## src/rtl/rv_branch_resolve_if.sv

```systemverilog
// Control-transfer bus between ALU stage 1, fetch redirect and the branch predictor update port.
interface rv_branch_resolve_if #(
    parameter int IADDR_SPACE_BITS = 32
);
    logic                        i_valid;
    logic                        i_inst_jal_jalr;
    logic                        i_inst_branch;
    logic                        i_cmp_true;
    logic                        i_branch_pred;
    logic [IADDR_SPACE_BITS-1:0] i_pc;
    logic [IADDR_SPACE_BITS-1:0] i_pc_next;
    logic [IADDR_SPACE_BITS-1:0] i_pc_target;
    logic                        i_to_trap;
    logic [IADDR_SPACE_BITS-1:0] i_trap_pc;

    logic                        o_redirect;
    logic [IADDR_SPACE_BITS-1:0] o_redirect_pc;
    logic                        o_flush;
    logic                        o_bp_upd_valid;
    logic [IADDR_SPACE_BITS-1:0] o_bp_upd_pc;
    logic                        o_bp_upd_taken;
    logic [IADDR_SPACE_BITS-1:0] o_bp_upd_target;
    logic [31:0]                 o_perf_branches;
    logic [31:0]                 o_perf_mispred;

    // Resolver side.
    modport slave (
        input  i_valid, i_inst_jal_jalr, i_inst_branch, i_cmp_true, i_branch_pred,
               i_pc, i_pc_next, i_pc_target, i_to_trap, i_trap_pc,
        output o_redirect, o_redirect_pc, o_flush, o_bp_upd_valid, o_bp_upd_pc,
               o_bp_upd_taken, o_bp_upd_target, o_perf_branches, o_perf_mispred
    );

    // Pipeline / fetch side.
    modport master (
        output i_valid, i_inst_jal_jalr, i_inst_branch, i_cmp_true, i_branch_pred,
               i_pc, i_pc_next, i_pc_target, i_to_trap, i_trap_pc,
        input  o_redirect, o_redirect_pc, o_flush, o_bp_upd_valid, o_bp_upd_pc,
               o_bp_upd_taken, o_bp_upd_target, o_perf_branches, o_perf_mispred
    );
endinterface

```

## src/rtl/rv_branch_resolve.sv

```systemverilog
// Branch/jump/trap resolution: registered redirect, multi-cycle flush and predictor update.
// Optional BRANCH_PERF_CNT_EN adds saturating resolved-transfer / misprediction counters.
module rv_branch_resolve #(
    parameter int IADDR_SPACE_BITS = 32,
    parameter int FLUSH_CYCLES     = 2
) (
    input  logic               i_clk,
    input  logic               i_reset,
    rv_branch_resolve_if.slave bus
);
    localparam int AW = IADDR_SPACE_BITS;

    typedef enum logic {ST_RUN, ST_FLUSH} state_t;

    state_t        state_q, state_d;
    logic [3:0]    cnt_q, cnt_d;

    logic          resolve, taken, mispred, upd;
    logic [AW-1:0] tgt, seq_pc, actual;

    logic          redirect_q;
    logic [AW-1:0] redirect_pc_q;
    logic          upd_valid_q, upd_taken_q;
    logic [AW-1:0] upd_pc_q, upd_target_q;

    // The predicted direction is already reflected in i_pc_next; the bit is informational.
    logic unused_pred;
    assign unused_pred = bus.i_branch_pred;

    assign resolve = bus.i_valid & (state_q == ST_RUN);
    assign taken   = bus.i_inst_jal_jalr | (bus.i_inst_branch & bus.i_cmp_true);
    assign tgt     = {bus.i_pc_target[AW-1:1], 1'b0};
    assign seq_pc  = bus.i_pc + AW'(4);
    assign actual  = bus.i_to_trap ? bus.i_trap_pc : (taken ? tgt : seq_pc);
    assign mispred = resolve & (bus.i_to_trap | (actual != bus.i_pc_next));
    assign upd     = resolve & (bus.i_inst_branch | bus.i_inst_jal_jalr) & ~bus.i_to_trap;

    always_comb begin
        state_d = state_q;
        cnt_d   = cnt_q;
        case (state_q)
            ST_RUN: begin
                if (mispred) begin
                    state_d = ST_FLUSH;
                    cnt_d   = 4'(FLUSH_CYCLES - 1);
                end
            end
            ST_FLUSH: begin
                if (cnt_q == 4'd0) state_d = ST_RUN;
                else               cnt_d   = cnt_q - 4'd1;
            end
        endcase
    end

    always_ff @(posedge i_clk) begin
        if (i_reset) begin
            state_q       <= ST_RUN;
            cnt_q         <= '0;
            redirect_q    <= 1'b0;
            redirect_pc_q <= '0;
            upd_valid_q   <= 1'b0;
            upd_taken_q   <= 1'b0;
            upd_pc_q      <= '0;
            upd_target_q  <= '0;
        end else begin
            state_q     <= state_d;
            cnt_q       <= cnt_d;
            redirect_q  <= mispred;
            upd_valid_q <= upd;
            if (mispred) redirect_pc_q <= actual;
            if (upd) begin
                upd_pc_q     <= bus.i_pc;
                upd_taken_q  <= taken;
                upd_target_q <= tgt;
            end
        end
    end

    // Flush follows the FSM directly: FLUSH state spans exactly FLUSH_CYCLES cycles.
    assign bus.o_flush         = (state_q == ST_FLUSH);
    assign bus.o_redirect      = redirect_q;
    assign bus.o_redirect_pc   = redirect_pc_q;
    assign bus.o_bp_upd_valid  = upd_valid_q;
    assign bus.o_bp_upd_pc     = upd_pc_q;
    assign bus.o_bp_upd_taken  = upd_taken_q;
    assign bus.o_bp_upd_target = upd_target_q;

`ifdef BRANCH_PERF_CNT_EN
    logic [31:0] perf_br_q, perf_mp_q;

    always_ff @(posedge i_clk) begin
        if (i_reset) begin
            perf_br_q <= '0;
            perf_mp_q <= '0;
        end else begin
            if (upd && (perf_br_q != 32'hFFFF_FFFF))     perf_br_q <= perf_br_q + 32'd1;
            if (mispred && (perf_mp_q != 32'hFFFF_FFFF)) perf_mp_q <= perf_mp_q + 32'd1;
        end
    end

    assign bus.o_perf_branches = perf_br_q;
    assign bus.o_perf_mispred  = perf_mp_q;
`else
    assign bus.o_perf_branches = '0;
    assign bus.o_perf_mispred  = '0;
`endif
endmodule

```

## src/flat_wrapper.sv

```systemverilog
// flat-port wrapper written by rule: the top's interface ports become plain ports
module rv_branch_resolve_flat 
#(
    parameter int IADDR_SPACE_BITS = 32,
    parameter int FLUSH_CYCLES     = 2
)
  (i_clk, i_reset, bus_i_valid, bus_i_inst_jal_jalr, bus_i_inst_branch, bus_i_cmp_true, bus_i_branch_pred, bus_i_pc, bus_i_pc_next, bus_i_pc_target, bus_i_to_trap, bus_i_trap_pc, bus_o_redirect, bus_o_redirect_pc, bus_o_flush, bus_o_bp_upd_valid, bus_o_bp_upd_pc, bus_o_bp_upd_taken, bus_o_bp_upd_target, bus_o_perf_branches, bus_o_perf_mispred);
  rv_branch_resolve_if #(.IADDR_SPACE_BITS(IADDR_SPACE_BITS)) bus_i ();
  input  logic i_clk;
  input  logic i_reset;
  input wire logic [$bits(bus_i.i_valid)-1:0] bus_i_valid;
  input wire logic [$bits(bus_i.i_inst_jal_jalr)-1:0] bus_i_inst_jal_jalr;
  input wire logic [$bits(bus_i.i_inst_branch)-1:0] bus_i_inst_branch;
  input wire logic [$bits(bus_i.i_cmp_true)-1:0] bus_i_cmp_true;
  input wire logic [$bits(bus_i.i_branch_pred)-1:0] bus_i_branch_pred;
  input wire logic [$bits(bus_i.i_pc)-1:0] bus_i_pc;
  input wire logic [$bits(bus_i.i_pc_next)-1:0] bus_i_pc_next;
  input wire logic [$bits(bus_i.i_pc_target)-1:0] bus_i_pc_target;
  input wire logic [$bits(bus_i.i_to_trap)-1:0] bus_i_to_trap;
  input wire logic [$bits(bus_i.i_trap_pc)-1:0] bus_i_trap_pc;
  output wire logic [$bits(bus_i.o_redirect)-1:0] bus_o_redirect;
  output wire logic [$bits(bus_i.o_redirect_pc)-1:0] bus_o_redirect_pc;
  output wire logic [$bits(bus_i.o_flush)-1:0] bus_o_flush;
  output wire logic [$bits(bus_i.o_bp_upd_valid)-1:0] bus_o_bp_upd_valid;
  output wire logic [$bits(bus_i.o_bp_upd_pc)-1:0] bus_o_bp_upd_pc;
  output wire logic [$bits(bus_i.o_bp_upd_taken)-1:0] bus_o_bp_upd_taken;
  output wire logic [$bits(bus_i.o_bp_upd_target)-1:0] bus_o_bp_upd_target;
  output wire logic [$bits(bus_i.o_perf_branches)-1:0] bus_o_perf_branches;
  output wire logic [$bits(bus_i.o_perf_mispred)-1:0] bus_o_perf_mispred;
  assign bus_i.i_valid = bus_i_valid;
  assign bus_i.i_inst_jal_jalr = bus_i_inst_jal_jalr;
  assign bus_i.i_inst_branch = bus_i_inst_branch;
  assign bus_i.i_cmp_true = bus_i_cmp_true;
  assign bus_i.i_branch_pred = bus_i_branch_pred;
  assign bus_i.i_pc = bus_i_pc;
  assign bus_i.i_pc_next = bus_i_pc_next;
  assign bus_i.i_pc_target = bus_i_pc_target;
  assign bus_i.i_to_trap = bus_i_to_trap;
  assign bus_i.i_trap_pc = bus_i_trap_pc;
  assign bus_o_redirect = bus_i.o_redirect;
  assign bus_o_redirect_pc = bus_i.o_redirect_pc;
  assign bus_o_flush = bus_i.o_flush;
  assign bus_o_bp_upd_valid = bus_i.o_bp_upd_valid;
  assign bus_o_bp_upd_pc = bus_i.o_bp_upd_pc;
  assign bus_o_bp_upd_taken = bus_i.o_bp_upd_taken;
  assign bus_o_bp_upd_target = bus_i.o_bp_upd_target;
  assign bus_o_perf_branches = bus_i.o_perf_branches;
  assign bus_o_perf_mispred = bus_i.o_perf_mispred;
  rv_branch_resolve #(.IADDR_SPACE_BITS(IADDR_SPACE_BITS), .FLUSH_CYCLES(FLUSH_CYCLES)) u_core (.i_clk(i_clk), .i_reset(i_reset), .bus(bus_i));
endmodule
```

## config.mk

```make
export PLATFORM = sky130hd
export DESIGN_NAME = rv_branch_resolve_flat
export DESIGN_NICKNAME = d
export VERILOG_FILES = /design/src/rtl/rv_branch_resolve_if.sv /design/src/rtl/rv_branch_resolve.sv /design/src/flat_wrapper.sv
export SDC_FILE = /design/constraint.sdc
export NUM_CORES = 1
export LEC_CHECK = 0
export ABC_AREA = 1
export CAP_MARGIN = 20
export CORE_ASPECT_RATIO = 2
export CORE_MARGIN = 2
export CORE_UTILIZATION = 25
export DETAILED_ROUTE_END_ITERATION = 10
export GPL_ROUTABILITY_DRIVEN = 0
export PLACE_DENSITY = 0.61
export SLEW_MARGIN = 20
export SYNTH_ARGS = -nofsm -noshare
export SYNTH_HDL_FRONTEND = slang
export SYNTH_SLANG_ARGS = --single-unit
```

## constraint.sdc

```tcl
create_clock -name i_clk -period 2.4 [get_ports i_clk]
set_input_delay 0.24 -clock i_clk [delete_from_list [all_inputs] [get_ports i_clk]]
set_output_delay 0.24 -clock i_clk [all_outputs]
set_load 0.03 [all_outputs]
```

== Yosys cells after proc, flatten, opt, wreduce, memory -nomap -nowiden ==
Index checks and enable logic that the tools add are counted.

* Word-level logic and storage cells: 33
* Flip-flop bits (word level): 103
* Output and inout port bits: 164

* Add/sub/neg operators: 2
* Reduce and logical (&&, ||, !) cells: 2
* Multiplexer cells: 8
* Eq/ne operators: 3
* Bitwise logic cells: 10

{| class="wikitable"
|+ Operators by type and width
! kind !! number
|-
| 32-bit two-way mux || 2
|-
| 32-bit by 3-bit adder with 32-bit output (second input constant) || 1
|-
| 32-bit != test || 1
|-
| 4-bit two-way mux || 2
|-
| 4-bit case mux with 2 select lines || 1
|-
| 1-bit bitwise AND || 5
|-
| 4-bit zero test || 1
|-
| 4-bit by 1-bit subtractor with 4-bit output (second input constant) || 1
|-
| 1-bit bitwise OR || 3
|-
| 1-bit two-way mux || 2
|-
| 2-bit by 1-bit != test with 1-bit output (second input constant) || 1
|-
| 2-bit != test (second input constant) || 1
|-
| 1-bit NOT || 2
|-
| 1-bit case mux with 2 select lines || 1
|-
| 2-bit AND reduction || 1
|}

== Longest topological paths before layout ==
* Depth after elaboration: 9
* Depth in mapped cells: 22

== Worst setup path after synthesis ==
Ideal clock, no wire load.

* Path kind: input to register
* From: input bus_i_pc[2]
* To: register u_core.redirect_pc_q[10], in the netlist u_core.bus.o_redirect_pc[10]
* Cell stages on the path: 20
* Buffers on the path: 1
* Arrival time: 2085 ps
* Library setup time: 70 ps
* Slack: 245 ps
* Cell sequence: ha_1 nand2_1 nor2_4 nand2_1 nor2_2 nand2_1 nand2_1 nand3_1 nand2_1 nand2_1 nand2_1 nand2_1 nor2_1 nand3_1 nor2_2 nand2_4 nand2_8 buf_8 nand2_2 a21oi_2

* Word-level cells in the longest chain between the ends: 6

{| class="wikitable"
|+ Ends and longest elaborated chain
! what !! RTL line !! RTL
|-
| start: declaration || flat_wrapper.sv:16 || <nowiki>input wire logic [$bits(bus_i.i_pc)-1:0] bus_i_pc;</nowiki>
|-
| 32-bit by 3-bit adder with 32-bit output (*) || rv_branch_resolve.sv:33 || <nowiki>assign seq_pc = bus.i_pc + AW'(4);</nowiki>
|-
| 32-bit two-way mux (*) (2 in a row) || rv_branch_resolve.sv:34 || <nowiki>assign actual = bus.i_to_trap ? bus.i_trap_pc : (taken ? tgt : seq_pc);</nowiki>
|-
| 32-bit != test || rv_branch_resolve.sv:35 || <nowiki>assign mispred = resolve & (bus.i_to_trap | (actual != bus.i_pc_next));</nowiki>
|-
| 1-bit bitwise OR || rv_branch_resolve.sv:35 ||
|-
| 1-bit bitwise AND || rv_branch_resolve.sv:35 ||
|-
| end signal: assignment || rv_branch_resolve.sv:70 || <nowiki>if (mispred) redirect_pc_q <= actual;</nowiki>
|-
| end: declaration || rv_branch_resolve.sv:22 || <nowiki>logic [AW-1:0] redirect_pc_q;</nowiki>
|}

Mark *: on every way between the ends. The rest lies on a longest branch, timed or not.
A chain may end at the register's enable or synchronous reset.

== Worst setup path after layout ==
* From: input bus_i_pc[8]
* To: register u_core.redirect_pc_q[30], in the netlist u_core.bus.o_redirect_pc[30]

The elaborated chain is that of the path after synthesis.

==> results by group <==
Status
  – Status: complete, but fails checks
  – Violations in the final reports: setup timing

Power
  – Sw Pwr: 1895 µW
  – Sequential share of power: 34.7%
  – P per Cell Area: 501.3 nW/µm²
  – Combinational power share: 34.8%
  – P_leak: 0.004926 µW
  – Switching Fraction: 34.34%
  – Clock Power Share: 30.6%
  – Worst VDD drop: 0.3487 mV
  – Int Pwr: 3623 µW

Timing
  – Hold Worst Slack: 0.1200 ns
  – Clk_skew: 0.005985 ns
  – Final setup margin: -0.0009286 ns
  – Slew HR: 36.60%
  – Final Cycle Share: 100.0%
  – Fmax: 416.5 MHz
  – Worst slew pin tran: 0.9430 ns
  – Pins Over Slew Limit: 0
  – Final setup violation count: 1
  – Final hold vios: 0
  – Setup TNS: -0.0009286 ns
  – Min cycle time layout: 2.401 ns
  – Unrepaired setup endpoints after global routing: true

CTS
  – CTS root buffer: clkbuf_16
  – Clock buffer depth: 2
  – CTS buffer count: 9
  – Worst-skew pair later-pin latency: 0.37 ns
  – Clk slew on worst S/H paths: 0.07 ns
  – CTS tree: built
  – CTS sink cnt: 103
  – Htree depth: 3

Global route
  – First-pass GRT wire length: 43,730 µm
  – Pin count of the biggest net entering global routing: 66
  – Antenna violations before repair: 1
  – Total track usage: 21.09%
  – Grt total ovfl: 0
  – Vias in the first global route: 7,747

Floorplanning
  – Die ar.: 27,770 µm²
  – FP Rows: 84
  – Initial Util: 25.20%
  – Die H: 233.7 µm
  – Core ar.: 26,170 µm²
  – DIE WIDTH: 118.9 µm
  – I/O pin cnt: 300

Detailed routing
  – Vias: 7,902
  – Initial drt markers: 448
  – Per-cell routed wire length: 17.22 µm
  – Final ANT Viol Nets: 0
  – # DRC: 0
  – Vias per inst: 4.544
  – Final WL: 29,950 µm
  – First drt pass iteration count: 5

Worst setup path
  – Cell depth of the worst flop-to-flop path: 8
  – WP data required: 2.71 ns
  – CP Launch Type: input port
  – WS Path Type: in2reg
  – Reg2Reg Capture Point: u_core.bus.o_redirect_pc[30]
  – CP Cell Sequence: clkdlybuf4s15_2, nand2_2, buf_4, nor2_1, buf_4, nand3_1, nand2_1, nand3_2, nand2_2, nand3_1, nand2_1, nand3_2, nor2_1, nand3_1, nor2_2, nand2_4, nand2_8, buf_12, buf_4, nand2_2, a21oi_2
  – Largest stage delay on the critical path: 0.23 ns
  – Reg2reg start: u_core.bus.o_flush
  – Setup slack, reg-to-reg: 0.53 ns
  – CP Capture Type: flip-flop
  – Crit-path slowest cell: clkdlybuf4s15_2
  – Worst setup path start: bus_i_pc[8]
  – Crit path DAT: 2.71 ns
  – CP Max Fanout: 6
  – Top delay family on crit path: simple AND/OR/NAND/NOR gates
  – WP buf/inv: 5

Synth
  – Cell variety after synth: 35
  – Syn. warnings: 0
  – EDFF count, synth: 0
  – Mux share of post-synthesis cell area: 0%
  – Synth Flop Type: dfxtp_1
  – Post-Synth Simple-Gate Area: 38.80%
  – Cells after Synth: 1,024
  – Adder-cell share of the synthesized area: 0.3794%
  – Seq/Total Area, Yosys: 31.27%
  – Seq cells post-synth: 103
  – Synth Cell Area: 6595 µm²
  – XOR/XNOR share of the synthesized area: 0.2656%
  – Largest family of logic cells by synthesized area: simple AND/OR/NAND/NOR gates
  – Compound-Gate Fraction of Synth Area: 14.78%
  – FFs w/ async S/R, synth: 0%
  – Synthesized area per cell: 6.441 µm²

Placed design
  – Post-DP HPWL: 24,120 µm
  – IO buf count: 232

Layout
  – Synth-to-Final Area Change: 66.91%
  – Fillers: 2,714
  – Layout cells sized above 1: 27.51%
  – Nets: 1,525

Worst hold path
  – Hold Crit Class: in2reg
  – Hold endpoint: u_core.bus.o_bp_upd_pc[3]
  – Hold Path Depth: 3
  – HP Start: bus_i_pc[3]

Run
  – Max-cap viol count: 0
-- repair_timing --
item                       CTS  global route
hold buffers                 0             0
buffers inserted            16             2
gates cloned                 2             0
setup endpoints to repair   38            38
pin swaps                   55            44
hold endpoints to repair     0             0
resized for setup          144            79
-- final cells by class --
| class | instances | area, µm² | area share (%) |
|---|---|---|---|
| clock buffer | 11 | 252.7 | 2.296 |
| inverter | 67 | 259.0 | 2.353 |
| sequential | 103 | 2062 | 18.73 |
| tap | 344 | 430.4 | 3.910 |
| antenna | 3 | 7.507 | 0.06820 |
| clock inverter | 5 | 78.83 | 0.7161 |
| multi-input combinational | 808 | 4225 | 38.38 |
| timing repair buffer | 398 | 3692 | 33.54 |
-- synthesized netlist by cell type (all sizes together) (2+ instances only) --
master  count  area [µm²]
nand2     264        1077
nor2      153       616.8
dfxtp     103        2062
a21oi      90       529.3
buf        77       574.3
o21ai      71       355.3
nand3      68       340.3
inv        66       247.7
clkbuf     34       127.6
nand4      27       168.9
or2        26       162.7
nand3b     22       165.2
o21bai      6       45.04
nor3        3       15.01
and2        2       12.51
ha          2       25.02
o211ai      2       15.01
o31ai       2       15.01
-- worst max-delay path by stage --
| stage | slack (ns) | cells past startpoint | end |
|---|---|---|---|
| 2_1_floorplan | 0.25 | 20 | u_core.bus.o_redirect_pc[10] |
| 3_3_place_gp | -0.93 | 21 | u_core.cnt_q[3] |
| 3_5_place_dp | -0.96 | 20 | u_core.bus.o_redirect_pc[11] |
| 4_1_cts | 0.002 | 24 | u_core.cnt_q[3] |
| 5_1_grt | -0.14 | 21 | u_core.cnt_q[2] |
| 6_report | -0.0009 | 21 | u_core.bus.o_redirect_pc[30] |
-- tightest hold or removal path: cells and delay by family --
kind,cells,cell delay (ns)
buffers and inverters,1,0.09
and+or+nand+nor,2,0.13
-- power groups by stage --
stage	clock network, µW	registers (µW)	logic (µW)
after detailed placement	0	1950	1810
after floorplan	0	2160	772
final	1690	1910	1920
after global routing	1790	1930	2060
after global placement	0	1950	1800
after CTS	1730	1910	1900
-- per-layer routing --
| layer | wire length, µm | up-vias | share of wire [%] | global-route usage (%) |
|---|---|---|---|---|
| li1 | - | 3920 | - | - |
| met1 | 10500 | 3584 | 35 | 20.61 |
| met2 | 16000 | 313 | 53 | 39.15 |
| met3 | 1290 | 85 | 4.3 | 3.491 |
| met4 | 2156 | 0 | 7.2 | 15.96 |
| met5 | 0 | - | 0 | 0 |
-- placed cells by master, fill, tap and decap left out, drive strengths merged, types with 6 or more instances in the layout --
cell	instances
clkbuf	21
clkdlybuf4s50	198
nand2	265
o21ai	71
a21oi	90
nor2	153
nand3b	22
conb	65
inv	67
nand4	27
buf	175
dfxtp	103
dlygate4sd2	9
o21bai	6
nand3	68
or2	26
-- cell families after synthesis --
group | after synthesis
buf+inv | 178
simple gates | 565
fa+ha+maj | 2
other cells | 1
compound gates | 173
flops | 103
xor+xnor | 2
-- state kept, by name, indices dropped and copies added, names as in the netlist --
name                        flops
u_core.bus.o_bp_upd_valid       1
u_core.cnt_q                    4
u_core.bus.o_bp_upd_target     31
u_core.bus.o_flush              1
u_core.bus.o_bp_upd_taken       1
u_core.bus.o_redirect_pc       32
u_core.bus.o_redirect           1
u_core.bus.o_bp_upd_pc         32
-- through the flow --
| stage | util, % | std cells | power, µW | worst slack, ns | area [µm²] |
|---|---|---|---|---|---|
| 6_report | 42.06 | 1739 | 5519 | -0.0009286 | 11010 |
| 2_1_floorplan | - | 1088 | 2935 | 0.2450 | 6835 |
| 3_5_place_dp | 38.64 | 1703 | 3757 | -0.9618 | 10110 |
| 4_1_cts | 41.64 | 1737 | 5539 | 0.002399 | 10900 |
| 3_3_place_gp | 38.64 | 1703 | 3745 | -0.9334 | 10110 |
| 5_1_grt | 42.04 | 1737 | 5767 | -0.1364 | 11000 |
Note: power is estimated with default switching activity, not from simulation.
==> edit: new RTL, same flow settings <==
`IADDR_SPACE_BITS` is set to 32 in 3 places; all go to 28.
--- a/src/rtl/rv_branch_resolve_if.sv
+++ b/src/rtl/rv_branch_resolve_if.sv
@@ -1,6 +1,6 @@
 // Control-transfer bus between ALU stage 1, fetch redirect and the branch predictor update port.
 interface rv_branch_resolve_if #(
-    parameter int IADDR_SPACE_BITS = 32
+    parameter int IADDR_SPACE_BITS = 28
 );
     logic                        i_valid;
     logic                        i_inst_jal_jalr;
--- a/src/rtl/rv_branch_resolve.sv
+++ b/src/rtl/rv_branch_resolve.sv
@@ -1,7 +1,7 @@
 // Branch/jump/trap resolution: registered redirect, multi-cycle flush and predictor update.
 // Optional BRANCH_PERF_CNT_EN adds saturating resolved-transfer / misprediction counters.
 module rv_branch_resolve #(
-    parameter int IADDR_SPACE_BITS = 32,
+    parameter int IADDR_SPACE_BITS = 28,
     parameter int FLUSH_CYCLES     = 2
 ) (
     input  logic               i_clk,
--- a/src/flat_wrapper.sv
+++ b/src/flat_wrapper.sv
@@ -1,7 +1,7 @@
 // flat-port wrapper written by rule: the top's interface ports become plain ports
 module rv_branch_resolve_flat 
 #(
-    parameter int IADDR_SPACE_BITS = 32,
+    parameter int IADDR_SPACE_BITS = 28,
     parameter int FLUSH_CYCLES     = 2
 )
   (i_clk, i_reset, bus_i_valid, bus_i_inst_jal_jalr, bus_i_inst_branch, bus_i_cmp_true, bus_i_branch_pred, bus_i_pc, bus_i_pc_next, bus_i_pc_target, bus_i_to_trap, bus_i_trap_pc, bus_o_redirect, bus_o_redirect_pc, bus_o_flush, bus_o_bp_upd_valid, bus_o_bp_upd_pc, bus_o_bp_upd_taken, bus_o_bp_upd_target, bus_o_perf_branches, bus_o_perf_mispred);
Interface: changed (7 resized); port bits go from 300 to 272. The function was not compared with the original's and may differ.
==> edit against the original RTL <==
Non-clock buffer count is 42 lower; cell area is 11% lower; count of clock-buffer cells in the layout is 1 lower; total power is 8.3% lower; synthesized area is 11% lower; sequential cell count is 12 lower; clock skew is 0.0034 ns higher; wire length is 14% lower; setup slack better by 0.14 ns.
==> edit: results (changes against the original RTL) <==
| Metric | Value |
|---|---|
| Commonest cells in the netlist | nand2_1, nor2_1, dfxtp_1, nand3_1, buf_4 (was nand2_1, nor2_1, dfxtp_1, a21oi_1, nand3_1) |
| Global Route Usage Sum | 20.29% (was 21.09%) |
| PortBufs | 204 (was 232) |
| XOR/XNOR Fraction of Synth Area | 0.4460% (was 0.2656%) |
| Arr. time, crit path | 2.50 ns (was 2.71 ns) |
| Layout cells sized above 1 | 29.06% (was 27.51%) |
| R2R Path Start | u_core.cnt_q[0]$_SDFFE_PP0P_ (was u_core.bus.o_flush$_SDFF_PP0_) |
| CP peak stage delay | 0.21 ns (was 0.23 ns) |
| Post-DP HPWL | 20480 µm (was 24120 µm) |
| Worst hold slack | 0.2241 ns (was 0.1200 ns) |
| Crit Path Max Fanout | 28 (was 6) |
| First-pass GRT wire length | 38430 µm (was 43730 µm) |
| Worst flop-to-flop path endpoint | u_core.cnt_q[3]$_SDFFE_PP0P_ (was u_core.bus.o_redirect_pc[30]$_SDFFE_PP0P_) |
| Leading post-synthesis cells by cell area | dfxtp_1, nand2_1, buf_4 (was dfxtp_1, nand2_1, nor2_1) |
| Worst IR Drop VDD | 422.8 µV (was 348.7 µV) |
| Status | completed (was finished, violations left) |
| Crit path time final | 2.260 ns (was 2.401 ns) |
| Seq/Total Area, Yosys | 30.92% (was 31.27%) |
| Synth Area in Adders | 0.4247% (was 0.3794%) |
| Per-cell routed wire length | 16.97 µm (was 17.22 µm) |
| Pin count of the biggest net entering global routing | 60 (was 66) |
| Placed cells | 1490 (was 1703) |
| Pre-CTS setup slack | -0.8176 ns (was -0.9618 ns) |
| Hold path start | bus_i_pc[17] (was bus_i_pc[3]) |
| R2r setup slk | 0.67 ns (was 0.53 ns) |
| Number of global-route vias before repair | 6867 (was 7747) |
| Final wirelength | 25840 µm (was 29950 µm) |
| Crit-path slowest cell | o21ai_2 (was clkdlybuf4s15_2) |
| CP startpoint | bus_i_pc[3] (was bus_i_pc[8]) |
| Placed Area | 0.008935 mm² (was 0.01011 mm²) |
| Leak Pwr | 4.359 nW (was 4.926 nW) |
| Clock network power | 0.00162 W (was 0.00169 W) |
| Fin nets | 1356 (was 1525) |
| Int Pwr | 0.003320 W (was 0.003623 W) |
| Vias per cell | 4.617 (was 4.544) |
edit: cell types whose count changed in the layout (fill, tap and decap cells not counted), moves of 9 or more:
cell	change
buf_4	-9
clkdlybuf4s50_1	-24
dfxtp_1	-12
nand2_1	-37
nor2_1	-22
o21ai_0	-10
edit: area by class of cell:
class                           count  area [µm²]
Multi-Input combinational cell    715        3796
Timing Repair Buffer              356        3296
Clock inverter                      6       93.84
Clock buffer                       10       239.0
Inverter                           61       234.0
Sequential cell                    91        1822
Tap cell                          283       354.1
Fill cell                        2297       13390
Antenna cell                        1       2.502
edit: what timing repair did:
action,4_1_cts,5_1_grt
endpoints found under the setup margin,34,34
gates resized for setup,101,99
setup buffers,12,7
gates cloned,2,0
pin swaps,21,52
edit: per-layer routing:
metal  GRT usage, %  share of wire, %  up-vias
met1          19.26                35     3221
met2          39.73                55      278
li1               -                 -     3470
met3          4.054               5.1       62
met5              0                 0        -
met4          10.35               4.8        0
